## src/rtl/uart_prog_loader.sv

```systemverilog
// UART (8N1) program loader: receives a header N plus N bytes and writes them into the program RAM,
// holding the CPU in reset until the load completes. Define CHECKSUM_EN to require a trailing checksum byte.
module uart_prog_loader #(
  parameter int CLKS_PER_BIT = 434,
  parameter bit AUTO_RUN     = 1'b0
) (
  input  logic       clk,
  input  logic       rst_n,
  input  logic       rx,
  output logic       we,
  output logic [7:0] w_addr,
  output logic [7:0] w_data,
  output logic       cpu_rst_n,
  output logic       busy,
  output logic       done,
  output logic       err
);

  // state    | meaning
  // L_IDLE   | waiting for a header byte, CPU held in reset
  // L_LOAD   | writing program bytes, remain_q still to come
  // L_CHK    | waiting for the checksum byte (CHECKSUM_EN only)
  // L_RUN    | CPU running; a new byte restarts a load
  // L_ERR    | framing or checksum error, sticky until rst_n
  typedef enum logic [1:0] {RX_IDLE, RX_START, RX_DATA, RX_STOP} rx_state_t;
  typedef enum logic [2:0] {L_IDLE, L_LOAD, L_CHK, L_RUN, L_ERR} ld_state_t;

  localparam int CW = (CLKS_PER_BIT > 2) ? $clog2(CLKS_PER_BIT) : 1;
  localparam logic [CW-1:0] BIT_TC  = CW'(CLKS_PER_BIT - 1);
  localparam logic [CW-1:0] HALF_TC = CW'(CLKS_PER_BIT / 2 - 1);
  localparam logic [CW-1:0] CNT_ONE = CW'(1);

  logic            rx_meta_q, rx_sync_q, rx_prev_q;
  rx_state_t       rx_state_q, rx_state_d;
  logic [CW-1:0]   bit_cnt_q, bit_cnt_d;
  logic [2:0]      bit_idx_q, bit_idx_d;
  logic [7:0]      shift_q, shift_d;
  logic            byte_valid_q, byte_valid_d;
  logic            frame_err_q, frame_err_d;

  ld_state_t       state_q, state_d;
  logic [8:0]      remain_q, remain_d;
  logic            we_q, we_d;
  logic [7:0]      w_addr_q, w_addr_d;
  logic [7:0]      w_data_q, w_data_d;
  logic            cpu_rst_n_q, cpu_rst_n_d;
  logic            busy_q, busy_d;
  logic            done_q, done_d;
  logic            err_q, err_d;
`ifdef CHECKSUM_EN
  logic [7:0]      sum_q, sum_d;
`endif

  // Receiver: half-bit count from the falling edge, then full-bit counts to each bit centre.
  always_comb begin
    rx_state_d   = rx_state_q;
    bit_cnt_d    = bit_cnt_q;
    bit_idx_d    = bit_idx_q;
    shift_d      = shift_q;
    byte_valid_d = 1'b0;
    frame_err_d  = 1'b0;
    case (rx_state_q)
      RX_IDLE: begin
        if (rx_prev_q && !rx_sync_q) begin
          rx_state_d = RX_START;
          bit_cnt_d  = HALF_TC;
        end
      end
      RX_START: begin
        if (bit_cnt_q == '0) begin
          if (!rx_sync_q) begin
            rx_state_d = RX_DATA;
            bit_cnt_d  = BIT_TC;
            bit_idx_d  = 3'd0;
          end else begin
            rx_state_d = RX_IDLE;
          end
        end else begin
          bit_cnt_d = bit_cnt_q - CNT_ONE;
        end
      end
      RX_DATA: begin
        if (bit_cnt_q == '0) begin
          shift_d   = {rx_sync_q, shift_q[7:1]};
          bit_cnt_d = BIT_TC;
          bit_idx_d = bit_idx_q + 3'd1;
          if (bit_idx_q == 3'd7) rx_state_d = RX_STOP;
        end else begin
          bit_cnt_d = bit_cnt_q - CNT_ONE;
        end
      end
      RX_STOP: begin
        if (bit_cnt_q == '0) begin
          byte_valid_d = rx_sync_q;
          frame_err_d  = !rx_sync_q;
          rx_state_d   = RX_IDLE;
        end else begin
          bit_cnt_d = bit_cnt_q - CNT_ONE;
        end
      end
      default: rx_state_d = RX_IDLE;
    endcase
  end

  always_ff @(posedge clk or negedge rst_n) begin
    if (!rst_n) begin
      rx_meta_q    <= 1'b1;
      rx_sync_q    <= 1'b1;
      rx_prev_q    <= 1'b1;
      rx_state_q   <= RX_IDLE;
      bit_cnt_q    <= '0;
      bit_idx_q    <= 3'd0;
      shift_q      <= 8'd0;
      byte_valid_q <= 1'b0;
      frame_err_q  <= 1'b0;
    end else begin
      rx_meta_q    <= rx;
      rx_sync_q    <= rx_meta_q;
      rx_prev_q    <= rx_sync_q;
      rx_state_q   <= rx_state_d;
      bit_cnt_q    <= bit_cnt_d;
      bit_idx_q    <= bit_idx_d;
      shift_q      <= shift_d;
      byte_valid_q <= byte_valid_d;
      frame_err_q  <= frame_err_d;
    end
  end

  always_comb begin
    state_d  = state_q;
    remain_d = remain_q;
    we_d     = 1'b0;
    w_data_d = w_data_q;
    w_addr_d = we_q ? w_addr_q + 8'd1 : w_addr_q;
`ifdef CHECKSUM_EN
    sum_d    = sum_q;
`endif
    case (state_q)
      L_IDLE, L_RUN: begin
        if (byte_valid_q) begin
          state_d  = L_LOAD;
          w_addr_d = 8'd0;
          remain_d = (shift_q == 8'd0) ? 9'd256 : {1'b0, shift_q};
`ifdef CHECKSUM_EN
          sum_d    = 8'd0;
`endif
        end
      end
      L_LOAD: begin
        if (frame_err_q) begin
          state_d = L_ERR;
        end else if (byte_valid_q) begin
          we_d     = 1'b1;
          w_data_d = shift_q;
          remain_d = remain_q - 9'd1;
`ifdef CHECKSUM_EN
          sum_d    = sum_q + shift_q;
          if (remain_q == 9'd1) state_d = L_CHK;
`else
          if (remain_q == 9'd1) state_d = L_RUN;
`endif
        end
      end
`ifdef CHECKSUM_EN
      L_CHK: begin
        if (frame_err_q) begin
          state_d = L_ERR;
        end else if (byte_valid_q) begin
          state_d = (shift_q == sum_q) ? L_RUN : L_ERR;
        end
      end
`endif
      L_ERR:   state_d = L_ERR;
      default: state_d = L_ERR;
    endcase

    cpu_rst_n_d = (state_d == L_RUN);
    busy_d      = (state_d == L_LOAD) || (state_d == L_CHK);
    err_d       = (state_d == L_ERR);
    // done marks a completed load only, so an AUTO_RUN start leaves it low.
    done_d      = done_q;
    if (state_d != L_RUN)                            done_d = 1'b0;
    else if (state_q != L_RUN)                       done_d = 1'b1;
  end

  always_ff @(posedge clk or negedge rst_n) begin
    if (!rst_n) begin
      state_q     <= AUTO_RUN ? L_RUN : L_IDLE;
      remain_q    <= 9'd0;
      we_q        <= 1'b0;
      w_addr_q    <= 8'd0;
      w_data_q    <= 8'd0;
      cpu_rst_n_q <= AUTO_RUN;
      busy_q      <= 1'b0;
      done_q      <= 1'b0;
      err_q       <= 1'b0;
`ifdef CHECKSUM_EN
      sum_q       <= 8'd0;
`endif
    end else begin
      state_q     <= state_d;
      remain_q    <= remain_d;
      we_q        <= we_d;
      w_addr_q    <= w_addr_d;
      w_data_q    <= w_data_d;
      cpu_rst_n_q <= cpu_rst_n_d;
      busy_q      <= busy_d;
      done_q      <= done_d;
      err_q       <= err_d;
`ifdef CHECKSUM_EN
      sum_q       <= sum_d;
`endif
    end
  end

  assign we        = we_q;
  assign w_addr    = w_addr_q;
  assign w_data    = w_data_q;
  assign cpu_rst_n = cpu_rst_n_q;
  assign busy      = busy_q;
  assign done      = done_q;
  assign err       = err_q;

endmodule

```

## config.mk

```make
export PLATFORM = sky130hd
export DESIGN_NAME = uart_prog_loader
export DESIGN_NICKNAME = d
export VERILOG_FILES = /design/src/rtl/uart_prog_loader.sv
export SDC_FILE = /design/constraint.sdc
export NUM_CORES = 1
export LEC_CHECK = 0
export ABC_AREA = 0
export CAP_MARGIN = 5
export CORE_MARGIN = 2
export CORE_UTILIZATION = 46
export DETAILED_ROUTE_END_ITERATION = 16
export HOLD_SLACK_MARGIN = 0.08
export PLACE_DENSITY = 0.71
export SETUP_SLACK_MARGIN = 0.05
export SYNTH_ARGS = -nofsm -noshare
export SYNTH_HDL_FRONTEND = slang
export SYNTH_SLANG_ARGS = --single-unit
```

## constraint.sdc

```tcl
create_clock -name clk -period 2.6 [get_ports clk]
set_input_delay 0.26 -clock clk [delete_from_list [all_inputs] [get_ports clk]]
set_output_delay 0.26 -clock clk [all_outputs]
set_load 0.1 [all_outputs]
```

; ---- Yosys cells after proc, flatten, opt, wreduce, memory -nomap -nowiden
; Index checks and enable logic that the tools add are counted.
[op_classes]
addsub = 4
eq_ne = 24
mux = 39
n_bitwise = 1
reduce_logical = 17
[op_table]
columns = cell, n
row1 = 9-bit two-way mux, 9
row2 = 9-bit one-hot mux with 4 select lines, 1
row3 = 8-bit two-way mux, 3
row4 = 3-bit two-way mux, 7
row5 = "2-bit != test, second input constant", 10
row6 = 9-bit one-hot mux with 2 select lines, 1
row7 = "9-bit by 1-bit subtractor with 9-bit output, second input constant", 2
row8 = 2-bit two-way mux, 6
row9 = 3-bit one-hot mux with 2 select lines, 2
row10 = "3-bit by 2-bit equality test with 1-bit output, second input constant", 3
row11 = "9-bit by 1-bit equality test with 1-bit output, second input constant", 1
row12 = 9-bit logical NOT, 1
row13 = 1-bit two-way mux, 9
row14 = "8-bit by 1-bit adder with 8-bit output, second input constant", 1
row15 = 8-bit logical NOT, 1
row16 = 2-bit one-hot mux with 4 select lines, 1
row17 = 4-bit AND reduction, 2
row18 = "3-bit by 1-bit equality test with 1-bit output, second input constant", 2
row19 = "3-bit equality test, second input constant", 2
row20 = "3-bit by 2-bit != test with 1-bit output, second input constant", 2
row21 = 3-bit AND reduction, 2
row22 = 2-bit nonzero test, 3
row23 = 5-bit AND reduction, 1
row24 = "2-bit equality test, second input constant", 2
row25 = 11 further kinds, 11
[word_totals]
register_bits = 60
in_bits = 3
output_inout_bits = 21
wordCells = 103

; ---- Logic depth before layout (Yosys ltp)
[logic_depth]
depth_word = 7
ltp_mapped = 7
depth_no_buf = 6

; ---- Worst setup path after synthesis
; OpenSTA, ideal clock, no wires.
[synth_path]
path_kind = flip-flop to flip-flop
from = reg bit_cnt_q[0]
to = reg bit_cnt_q[2]
setup_ps = 122
arrival_ps = 1860
t_required_ps = 2478
setup_slack_ps = 618
stages_incl_launch_ff = 7
n_path_buf = 0
period_less_slack_ps = 1982
cell_sequence = dfrtp_1 inv_1 ha_1 or4b_4 o32ai_4 o21ai_2 a32o_1
[synth_via]
elab_chain_cells = 3
elab_cells_between_ends = 9
cone_classes = add/sub: 1 / eq/ne: 2 / mux: 4 / reduce/logical: 2
[synth_lines]
columns = item, line_no
row1 = "start, declared", 35  ; logic [CW-1:0] bit_cnt_q, bit_cnt_d;
row2 = "start signal, assigned", 121  ; bit_cnt_q <= bit_cnt_d;
row3 = 9-bit by 1-bit subtractor with 9-bit output or 9-bit logical NOT (tied branches), -
row4 = 9-bit two-way mux (tied with other cells), 93  ; if (bit_cnt_q == '0) begin
row5 = 9-bit one-hot mux with 4 select lines or 3-bit AND reduction (tied branches), -
; Several ways; a longest one is shown, not always the timed one. The select of a mux whose other input is x is not followed.
; A chain may end at the register's enable or synchronous reset.

; ---- Worst setup path in the final report
[layout_path]
from = reg bit_cnt_q[0]
to = reg bit_cnt_q[7]
; The elaborated chain is that of the path after synthesis.

==> results.yml <==
synthesis:
  synth_most_common_cell: "dfrtp_1"
  synth.cell_area_sq_um: 3139
  synth.avg_cell_area_sq_um: 10.43
  synth_cells: 301
  synth_nets: 316
  ys_seq_elements: 60
  synth.area.top_cells: "dfrtp_1 45%, mux2_2 5.7%, ha_1 4.8%, o21ai_0 3.2%, a21oi_1 2.6%"
  synth_edf_count: 0
  yosysSeqAreaShare: 0.4795
  synthFlopType: "dfrtp_1"
  synth_top_area_cell: "dfrtp_1"
  synth_top_cells_by_count: "57 x dfrtp_1, 20 x nor2_1, 20 x o21ai_0"
  async_flop_share: 1.000
  synth_top_area_share: 0.4544
  yosysWarningCount: 0
  synth_cell_type_count: 57
placed_design:
  dp_hpwl_microns: 4421
  gp_congestion: 0.8713
  dp.cells: 400
  port_buffers: 23
  dp_slack_ps: 307.9
  post_dp_cell_area_sq_um: 3415
route:
  drc: 0
  drt_iter0_markers: 183
  routed_wl_microns: 6415
  vias: 2423
  wire_per_inst_microns: 15.38
  drtAntennaViolNets: 0
  viasPerCell: 5.811
  firstDrtPassIters: 4
die:
  die_h_microns: 86.61
  rows: 30
  die-width_microns: 86.61
  io_pins: 24
  start_util: 0.4699
  fp.dieArea_sq_um: 7501
  core_sq_um: 6681
finish:
  post-route-util: 0.5451
  multi_input_area_sq_um: 1513
  area_delta_synth_final_pct: 16.02
  regArea_sq_um: 1505
  final_cell_area_sq_um: 3642
  drive_gt1_frac: 0.2196
  fill_cells: 595
  n_antenna_cell: 0
  fin_nets: 347
  stdcell_count: 417
timing:
  setup_viol: 0
  fmax_mhz: 432.0
  skew_ps: 9.946
  slew_headroom: 0.6201
  rsz0062_at_grt: "false"
  drv_slew: 0
  worst-slew-pin-transition_ps: 561.9
  fin_setup_tns_ps: 0
  period_needed_ps: 2315
  min_period_over_period: 0.8903
  finalWorstSetupSlack_ps: 285.3
  hold_viol: 0
global_route:
  grt_pass1_wl_microns: 11270
  grt_start_max_net_pins: 25
  grt_pass1_vias: 2425
  grt_usage: 0.1916
  overflow: 0
  antenna_found_initial: 0
clock_network:
  cts_setup_buffers: 0
  cts_tree: "yes"
  clkSinkCount: 60
  htree_levels: 3
  clk_latency_ps: 350
  cts_made_buffers: 9
  cts_root_buf: "clkbuf_8"
  clock_path_buffers: 2
  cts.clk_slew.worst_paths_ps: 70
  cts.repair.resized: 0
run_status:
  status: "completed"
run:
  drv_cap: 0
setup_path:
  crit_required_ps: 2860
  arrival_ps: 2580
  worst_setup_path_end_kind: "flop"
  crit_type: "flop to flop"
  startpoint_type: "flop"
  cp_max_fo: 11
power_and_ir_drop:
  p_per_area_nw_per_um2: 910.9
  leakage_uw: 0.001723
  ir_drop_v: 0.0006545
hold_path:
  hp-class: "input port to flop"
## state kept, by name, summed over array words and instances, names as in the netlist, 3 cells and up, named ones only
| signal | count |
|---|---|
| bit_cnt_q | 9 |
| remain_q | 9 |
| shift_q | 8 |
| w_addr | 8 |
| w_data | 8 |
| bit_idx_q | 3 |
| state_q | 3 |
## layout by cell type (no fill, tap or decap), drive strengths merged, types with 3 or more instances in the layout
| cell type | instances |
|---|---|
| nor3 | 8 |
| buf | 31 |
| o221ai | 3 |
| o21ai | 22 |
| ha | 12 |
| inv | 15 |
| nand3 | 4 |
| and3 | 4 |
| a32oi | 3 |
| nor2b | 6 |
| a21oi | 16 |
| nand4 | 4 |
| nor2 | 21 |
| clkbuf | 12 |
| nor4b | 3 |
| a211o | 4 |
| nand2b | 8 |
| a31oi | 5 |
| xor2 | 4 |
| mux2 | 16 |
| a2bb2oi | 4 |
| or3 | 5 |
| mux2i | 3 |
| dfstp | 3 |
| nor3b | 5 |
| a21o | 3 |
| nor4 | 5 |
| dfrtp | 57 |
| a22oi | 3 |
| nand2 | 16 |
## worst max-delay path, cell delays in order (launching register included)
cell	delay, ps
dfrtp_1	410
inv_1	110
ha_1	170
or4b_4	510
o32ai_4	500
buf_4	250
a211o_1	120
a2bb2oi_1	160
## per-stage QoR
step	hold WS (ps)	total power (uW)
after global routing	322.4	3531
final	320.6	3318
after detailed placement	226.0	2370
after global placement	223.9	2332
after floorplan	-35.59	2093
after CTS	305.8	3321
## final cells by class
type / instances / share of cell area
clock inverter: 4 / 0.01992
multi-input combinational: 213 / 0.4153
timing repair buffer: 33 / 0.06870
inverter: 15 / 0.01546
clock buffer: 12 / 0.03985
tap: 80 / 0.02748
sequential: 60 / 0.4133
## final timing paths
check	start	to	slack, ps	cells after the start
max	bit_cnt_q[0]	bit_cnt_q[7]	290	7
min	rx	rx_meta_q	320	1
max reg2reg	bit_cnt_q[0]	bit_cnt_q[7]	290	7
min reg2reg	rx_meta_q	rx_sync_q	360	0
max in group asynchronous	rst_n	w_addr[3]	1540	3
min in group asynchronous	rst_n	rx_state_q[0]	390	2
## power breakdown
part / internal, uW / switching [uW]
Combinational: 490 / 695
Clock: 565 / 380
Sequential: 1050 / 136
Total: 2110 / 1210
## metal layers
metal  routed length, microns  vias to the layer above  global-route usage
li1                         -                     1172                   -
met1                     2882                     1181              0.2446
met2                     3192                       59              0.3084
met3                      218                       11             0.03238
met4                      122                        0              0.1080
met5                        0                        -                   0
## repair_timing
action | in CTS | in global routing
setup endpoints to repair | 0 | 0
hold buffers | 1 | 0
hold endpoints to repair | 14 | 0
## kinds of logic after synthesis
kind of cell / count (synthesis) / synth area share
XOR/XNOR: 5 / 0.01395
adder cells (fa/ha/maj): 12 / 0.04783
flip-flops: 60 / 0.4795
AND/OR/NAND/NOR: 96 / 0.1734
AO/OA/AOI/OAI: 81 / 0.1798
buffers and inverters: 28 / 0.03866
multiplexers: 19 / 0.06696
(Power assumes the default switching activity.)
